[config.mk]
export PLATFORM = sky130hd
export DESIGN_NAME = i2c_bus_arbiter
export DESIGN_NICKNAME = d
export VERILOG_FILES = /design/src/rtl/i2c_bus_arbiter.sv
export SDC_FILE = /design/constraint.sdc
export NUM_CORES = 1
export LEC_CHECK = 0
export BUFFER_PORTS_ARGS = -buffer_cell sky130_fd_sc_hd__buf_2
export CORE_UTILIZATION = 50
export CTS_BUF_LIST = sky130_fd_sc_hd__clkbuf_8
export CTS_CLUSTER_DIAMETER = 30
export DETAILED_ROUTE_END_ITERATION = 8
export PLACE_DENSITY = 0.82
export SETUP_SLACK_MARGIN = 0.2
export SLEW_MARGIN = 20
export SYNTH_ARGS = -nofsm -noshare
export SYNTH_HDL_FRONTEND = slang
export SYNTH_SLANG_ARGS = --single-unit
[constraint.sdc]
create_clock -name clk -period 2.39 [get_ports clk]
set_input_delay 0.239 -clock clk [delete_from_list [all_inputs] [get_ports clk]]
set_output_delay 0.239 -clock clk [all_outputs]
set_load 0.01 [all_outputs]
[src/rtl/i2c_bus_arbiter.sv]
// Round-robin arbiter sharing one single-byte I2C master between NUM_REQ requesters,
// with a watchdog that aborts a hung transaction so other requesters are not locked out.
module i2c_bus_arbiter #(
  parameter int unsigned NUM_REQ = 4,
  parameter int unsigned TIMEOUT = 1024
) (
  input  logic                   clk,
  input  logic                   rst,
  input  logic [NUM_REQ-1:0]     req,
  input  logic [7*NUM_REQ-1:0]   req_addr,
  input  logic [NUM_REQ-1:0]     req_rw,
  input  logic [8*NUM_REQ-1:0]   req_wdata,
  output logic [NUM_REQ-1:0]     gnt,
  output logic [NUM_REQ-1:0]     done,
  output logic                   err,
  output logic [7:0]             rdata,
  output logic                   busy,
  output logic                   m_enable,
  output logic [6:0]             m_addr,
  output logic                   m_rw,
  output logic [7:0]             m_data_in,
  input  logic                   m_ready,
  input  logic [7:0]             m_data_out
);

  localparam int unsigned IdxW = (NUM_REQ > 1) ? $clog2(NUM_REQ) : 1;
  localparam int unsigned WdW  = $clog2(TIMEOUT + 1);

  typedef enum logic [1:0] {StIdle, StIssue, StBusy, StDone} state_e;

  state_e              state_q, state_d;
  logic [IdxW-1:0]     owner_q, owner_d;
  logic [IdxW-1:0]     last_q, last_d;
  logic [WdW-1:0]      wd_q, wd_d;
  logic [NUM_REQ-1:0]  gnt_q, gnt_d;
  logic [NUM_REQ-1:0]  done_q, done_d;
  logic                err_q, err_d;
  logic [7:0]          rdata_q, rdata_d;
  logic                m_enable_q, m_enable_d;
  logic [6:0]          m_addr_q, m_addr_d;
  logic                m_rw_q, m_rw_d;
  logic [7:0]          m_data_in_q, m_data_in_d;

  // Round-robin scan starting just after the last served requester.
  logic [IdxW-1:0] pick, cand;
  logic            pick_vld;
  always_comb begin
    pick     = '0;
    cand     = '0;
    pick_vld = 1'b0;
    for (int unsigned i = 1; i <= NUM_REQ; i++) begin
      cand = IdxW'((32'(last_q) + i) % NUM_REQ);
      if (!pick_vld && req[cand]) begin
        pick     = cand;
        pick_vld = 1'b1;
      end
    end
  end

  logic [6:0]         sel_addr;
  logic [7:0]         sel_wdata;
  logic               sel_rw;
  logic [NUM_REQ-1:0] pick_oh;
  assign sel_addr  = 7'(req_addr >> (7 * pick));
  assign sel_wdata = 8'(req_wdata >> (8 * pick));
  assign sel_rw    = req_rw[pick];
  assign pick_oh   = NUM_REQ'(1) << pick;

  logic wd_expired;
  assign wd_expired = (wd_q == WdW'(TIMEOUT - 1));

  always_comb begin
    state_d     = state_q;
    owner_d     = owner_q;
    last_d      = last_q;
    wd_d        = wd_q;
    gnt_d       = gnt_q;
    done_d      = done_q;
    err_d       = err_q;
    rdata_d     = rdata_q;
    m_enable_d  = m_enable_q;
    m_addr_d    = m_addr_q;
    m_rw_d      = m_rw_q;
    m_data_in_d = m_data_in_q;
    unique case (state_q)
      StIdle: begin
        if (pick_vld && m_ready) begin
          owner_d     = pick;
          gnt_d       = pick_oh;
          m_addr_d    = sel_addr;
          m_rw_d      = sel_rw;
          m_data_in_d = sel_wdata;
          wd_d        = '0;
          state_d     = StIssue;
        end
      end
      StIssue: begin
        m_enable_d = 1'b1;
        wd_d       = wd_q + 1'b1;
        // Ready falling means the master latched the command; drop enable so it STOPs.
        if (!m_ready) begin
          m_enable_d = 1'b0;
          wd_d       = '0;
          state_d    = StBusy;
        end else if (wd_expired) begin
          m_enable_d = 1'b0;
          err_d      = 1'b1;
          done_d     = gnt_q;
          wd_d       = '0;
          state_d    = StDone;
        end
      end
      StBusy: begin
        wd_d = wd_q + 1'b1;
        if (m_ready) begin
          if (m_rw_q) rdata_d = m_data_out;
          done_d  = gnt_q;
          wd_d    = '0;
          state_d = StDone;
        end else if (wd_expired) begin
          err_d   = 1'b1;
          done_d  = gnt_q;
          wd_d    = '0;
          state_d = StDone;
        end
      end
      StDone: begin
        done_d  = '0;
        err_d   = 1'b0;
        gnt_d   = '0;
        last_d  = owner_q;
        wd_d    = '0;
        state_d = StIdle;
      end
      default: state_d = StIdle;
    endcase
  end

  always_ff @(posedge clk) begin
    if (!rst) begin
      state_q     <= StIdle;
      owner_q     <= '0;
      last_q      <= IdxW'(NUM_REQ - 1);
      wd_q        <= '0;
      gnt_q       <= '0;
      done_q      <= '0;
      err_q       <= 1'b0;
      rdata_q     <= '0;
      m_enable_q  <= 1'b0;
      m_addr_q    <= '0;
      m_rw_q      <= 1'b0;
      m_data_in_q <= '0;
    end else begin
      state_q     <= state_d;
      owner_q     <= owner_d;
      last_q      <= last_d;
      wd_q        <= wd_d;
      gnt_q       <= gnt_d;
      done_q      <= done_d;
      err_q       <= err_d;
      rdata_q     <= rdata_d;
      m_enable_q  <= m_enable_d;
      m_addr_q    <= m_addr_d;
      m_rw_q      <= m_rw_d;
      m_data_in_q <= m_data_in_d;
    end
  end

  assign gnt       = gnt_q;
  assign done      = done_q;
  assign err       = err_q;
  assign rdata     = rdata_q;
  assign busy      = (state_q != StIdle);
  assign m_enable  = m_enable_q;
  assign m_addr    = m_addr_q;
  assign m_rw      = m_rw_q;
  assign m_data_in = m_data_in_q;

endmodule
==> flow_results.xml <==
<?xml version="1.0" encoding="UTF-8"?>
<metrics>
  <group name="run_status">
    <metric name="outcome" unit="">finished clean</metric>
  </group>
  <group name="placement">
    <metric name="place.gp.congestion" unit="">0.819</metric>
    <metric name="place_ws" unit="ns">0.310</metric>
    <metric name="dp.final_hpwl" unit="µm">5230</metric>
    <metric name="io_buffers" unit="">113</metric>
    <metric name="count_of_placed_standard_cells_including_taps" unit="">485</metric>
  </group>
  <group name="synthesis">
    <metric name="synth_seq_area_share" unit="%">36.1</metric>
    <metric name="synth_ff_type" unit="">dfxtp_1</metric>
    <metric name="synth_fp_nets" unit="">397</metric>
    <metric name="netlist.area_leader.share" unit="%">36.1</metric>
    <metric name="yosysWarnings" unit="">0</metric>
    <metric name="yosys.area.top_type" unit="">dfxtp_1</metric>
    <metric name="syn-mean-instance-area" unit="µm²">9.07</metric>
    <metric name="synth_cell_types" unit="">48</metric>
    <metric name="post_synthesis_cell_area" unit="µm²">2830</metric>
    <metric name="synthesis.instances" unit="">312</metric>
    <metric name="synth-async-reset-ratio" unit="%">0</metric>
    <metric name="count_of_flip_flops_with_a_built_in_enable_after_synthesis" unit="">0</metric>
    <metric name="post_synthesis_register_bit_count" unit="">51</metric>
    <metric name="post_synth_main_area_contributors" unit="">dfxtp_1 36%, mux2i_1 9.9%, o31a_1 5.0%</metric>
  </group>
  <group name="die">
    <metric name="floorplan.io_pins" unit="">114</metric>
    <metric name="horizontal_extent_of_the_die" unit="µm">77.2</metric>
    <metric name="placement_rows" unit="">27</metric>
    <metric name="core_region_area" unit="µm²">5470</metric>
    <metric name="start_util" unit="%">51.7</metric>
    <metric name="die_area" unit="µm²">5970</metric>
    <metric name="vert_die_dim" unit="µm">77.2</metric>
  </group>
  <group name="sta">
    <metric name="fin_skew" unit="ns">0.00898</metric>
    <metric name="tightestPinTransition" unit="ns">0.535</metric>
    <metric name="rsz0062_at_grt" unit="">no</metric>
    <metric name="postLayoutSetupSlackWorst" unit="ns">0.347</metric>
    <metric name="timing.final.max_slew_violations" unit="">0</metric>
    <metric name="timing.slew.headroom" unit="%">63.4</metric>
    <metric name="fin_tns_setup" unit="ns">0</metric>
    <metric name="post-route-min-period" unit="ns">2.04</metric>
    <metric name="final_hold_vios" unit="">0</metric>
    <metric name="final.period_utilization" unit="%">85.5</metric>
    <metric name="final-setup-viol-count" unit="">0</metric>
    <metric name="max_freq" unit="MHz">490</metric>
  </group>
  <group name="clocking">
    <metric name="cts.repair_timing.setup_buffer_count" unit="">0</metric>
    <metric name="cts_inserted_buffers" unit="">5</metric>
    <metric name="worstSkewPairLatency" unit="ns">0.32</metric>
    <metric name="clock_tree_root" unit="">clkbuf_8</metric>
    <metric name="cts_sinks" unit="">51</metric>
    <metric name="tritoncts" unit="">yes</metric>
    <metric name="cts_htree_levels" unit="">2</metric>
    <metric name="clkTransAtPathRegs" unit="ns">0.10</metric>
    <metric name="clock_tree.buffer_depth" unit="">2</metric>
  </group>
  <group name="route">
    <metric name="number_of_drc_violations_after_detailed_routing_iteration_0" unit="">145</metric>
    <metric name="ant_nets" unit="">0</metric>
    <metric name="vias_per_cell" unit="">5.78</metric>
    <metric name="vias" unit="">2852</metric>
    <metric name="number_of_remaining_drc_errors" unit="">0</metric>
    <metric name="finalWirelength" unit="µm">7340</metric>
    <metric name="avgRoutedWirePerCell" unit="µm">14.9</metric>
    <metric name="detailedRoute.firstPassIterationCount" unit="">4</metric>
  </group>
  <group name="layout">
    <metric name="register_area" unit="µm²">1020</metric>
    <metric name="multiInputGateArea" unit="µm²">1680</metric>
    <metric name="num-nets-final" unit="">505</metric>
    <metric name="final.fill_count" unit="">480</metric>
    <metric name="finalNonFillerCells" unit="">493</metric>
    <metric name="area_growth_syn_to_layout" unit="%">25.3</metric>
    <metric name="antenna-diode-count" unit="">0</metric>
    <metric name="drive_gt1_share" unit="%">37.1</metric>
  </group>
  <group name="global_route">
    <metric name="grt_usage" unit="%">25.6</metric>
    <metric name="antenna_found_initial" unit="">0</metric>
    <metric name="grt_first_pass_wirelength" unit="µm">12300</metric>
    <metric name="grt_overflow_total" unit="">0</metric>
    <metric name="grt_pass1_vias" unit="">2829</metric>
    <metric name="grt_start_max_net_pins" unit="">37</metric>
  </group>
  <group name="flow_run">
    <metric name="cap_violations" unit="">0</metric>
  </group>
  <group name="critical_path">
    <metric name="data_required_time_at_the_worst_endpoint" unit="ns">2.59</metric>
    <metric name="path_class" unit="">reg -&gt; reg</metric>
    <metric name="setup.worst_path.end_class" unit="">flip-flop</metric>
    <metric name="worst_setup_path_start_kind" unit="">flip-flop</metric>
    <metric name="worst-endpoint-arrival" unit="ns">2.24</metric>
    <metric name="critical_path_peak_fanout" unit="">8</metric>
  </group>
  <group name="hold_path">
    <metric name="worstHoldPathType" unit="">in -&gt; reg</metric>
  </group>
  <group name="power_and_ir_drop">
    <metric name="cellLeakagePower" unit="nW">1.56</metric>
    <metric name="ir_worst_vdd" unit="V">0.000435</metric>
    <metric name="cellPowerDensity" unit="nW/µm²">651</metric>
  </group>
</metrics>
critical path, cell delays in order, from the launching register on:
cell	delay, ns
dfxtp_1	0.40
ha_1	0.22
nand3_1	0.11
or4_1	0.66
a21oi_1	0.38
o22ai_1	0.15
cell families (layout without fill, tap and decap cells):
| family | after synthesis | count (layout) | synth area share (%) |
|---|---|---|---|
| flip-flops | 51 | 51 | 36.1 |
| AO/OA/AOI/OAI | 116 | 116 | 31.6 |
| AND/OR/NAND/NOR | 83 | 83 | 14.9 |
| multiplexers | 28 | 28 | 9.90 |
| buffers and inverters | 28 | 137 | 4.91 |
| adder cells (fa/ha/maj) | 6 | 6 | 2.65 |
cells in the final DEF (no fill, tap or decap), drive strengths merged, types with 5 or more instances in the layout:
| cell type | instances |
|---|---|
| a2111oi | 17 |
| a211oi | 17 |
| a21oi | 14 |
| buf | 123 |
| clkbuf | 5 |
| dfxtp | 51 |
| ha | 6 |
| inv | 6 |
| mux2i | 28 |
| nand2 | 20 |
| nand3 | 10 |
| nor2 | 25 |
| nor3 | 5 |
| o21ai | 26 |
| o31a | 16 |
what timing repair did:
item | in CTS | in global routing
hold buffers | 0 | 0
setup endpoints to repair | 0 | 6
gates resized for setup | 0 | 2
report_power, final:
group / switching (W) / internal, W / leakage, nW
clock: 0.000324 / 0.000218 / 0.0502
sequential: 0.0000581 / 0.000936 / 0.416
combinational: 0.000449 / 0.000323 / 1.10
through the flow:
stage | hold WS [ns] | cell area (µm²) | util (%) | total power, W
floorplan | 0.383 | 2830 | - | 0.00152
global placement | 0.414 | 3440 | 62.9 | 0.00175
detailed placement | 0.427 | 3440 | 62.9 | 0.00177
CTS | 0.137 | 3540 | 64.7 | 0.00232
global route | 0.154 | 3550 | 64.8 | 0.00244
finish | 0.141 | 3550 | 64.8 | 0.00231
layout make-up:
type / instances / share of cell area, %
Multi-Input combinational cell: 233 / 47.2
Sequential cell: 51 / 28.8
Timing Repair Buffer: 123 / 18.1
Tap cell: 72 / 2.54
Clock buffer: 5 / 1.94
Clock inverter: 3 / 0.811
Inverter: 6 / 0.635
Yosys cell counts (all sizes together) (2+ instances only):
cell      n
a2111oi  17
a211oi   17
a21boi    2
a21oi    14
a22o      4
a31oi     3
a32oi     2
and3      3
buf       9
clkbuf   13
dfxtp    51
ha        6
inv       5
mux2i    28
nand2    20
nand2b    3
nand3    10
nand4     2
nor2     25
nor2b     4
nor3      5
o211ai    3
o21a      4
o21ai    26
o22ai     4
o31a     16
or2       3
or3       2
or4       2
layer usage:
layer / track usage, % / vias up / wire length (µm)
li1: - / 1407 / -
met3: 5.83 / 17 / 473
met5: 0 / - / 0
met2: 43.8 / 100 / 3570
met4: 11.7 / 0 / 167
met1: 30.3 / 1328 / 3130
path summary, 6_finish.rpt:
kind,startpoint,endpoint,slack [ns],depth (start not counted)
max,wd_q[0],done[1],0.35,5
min,m_data_out[4],rdata[4],0.14,3
max reg2reg,wd_q[0],done[1],0.35,5
min reg2reg,wd_q[10],wd_q[10],0.44,2
sequential cells by signal, summed over array words and instances, names as in the netlist, 4 cells and up:
name / count
wd_q: 11
gnt: 4
done: 4
m_addr: 7
rdata: 8
m_data_in: 8
(Power assumes the default switching activity.)
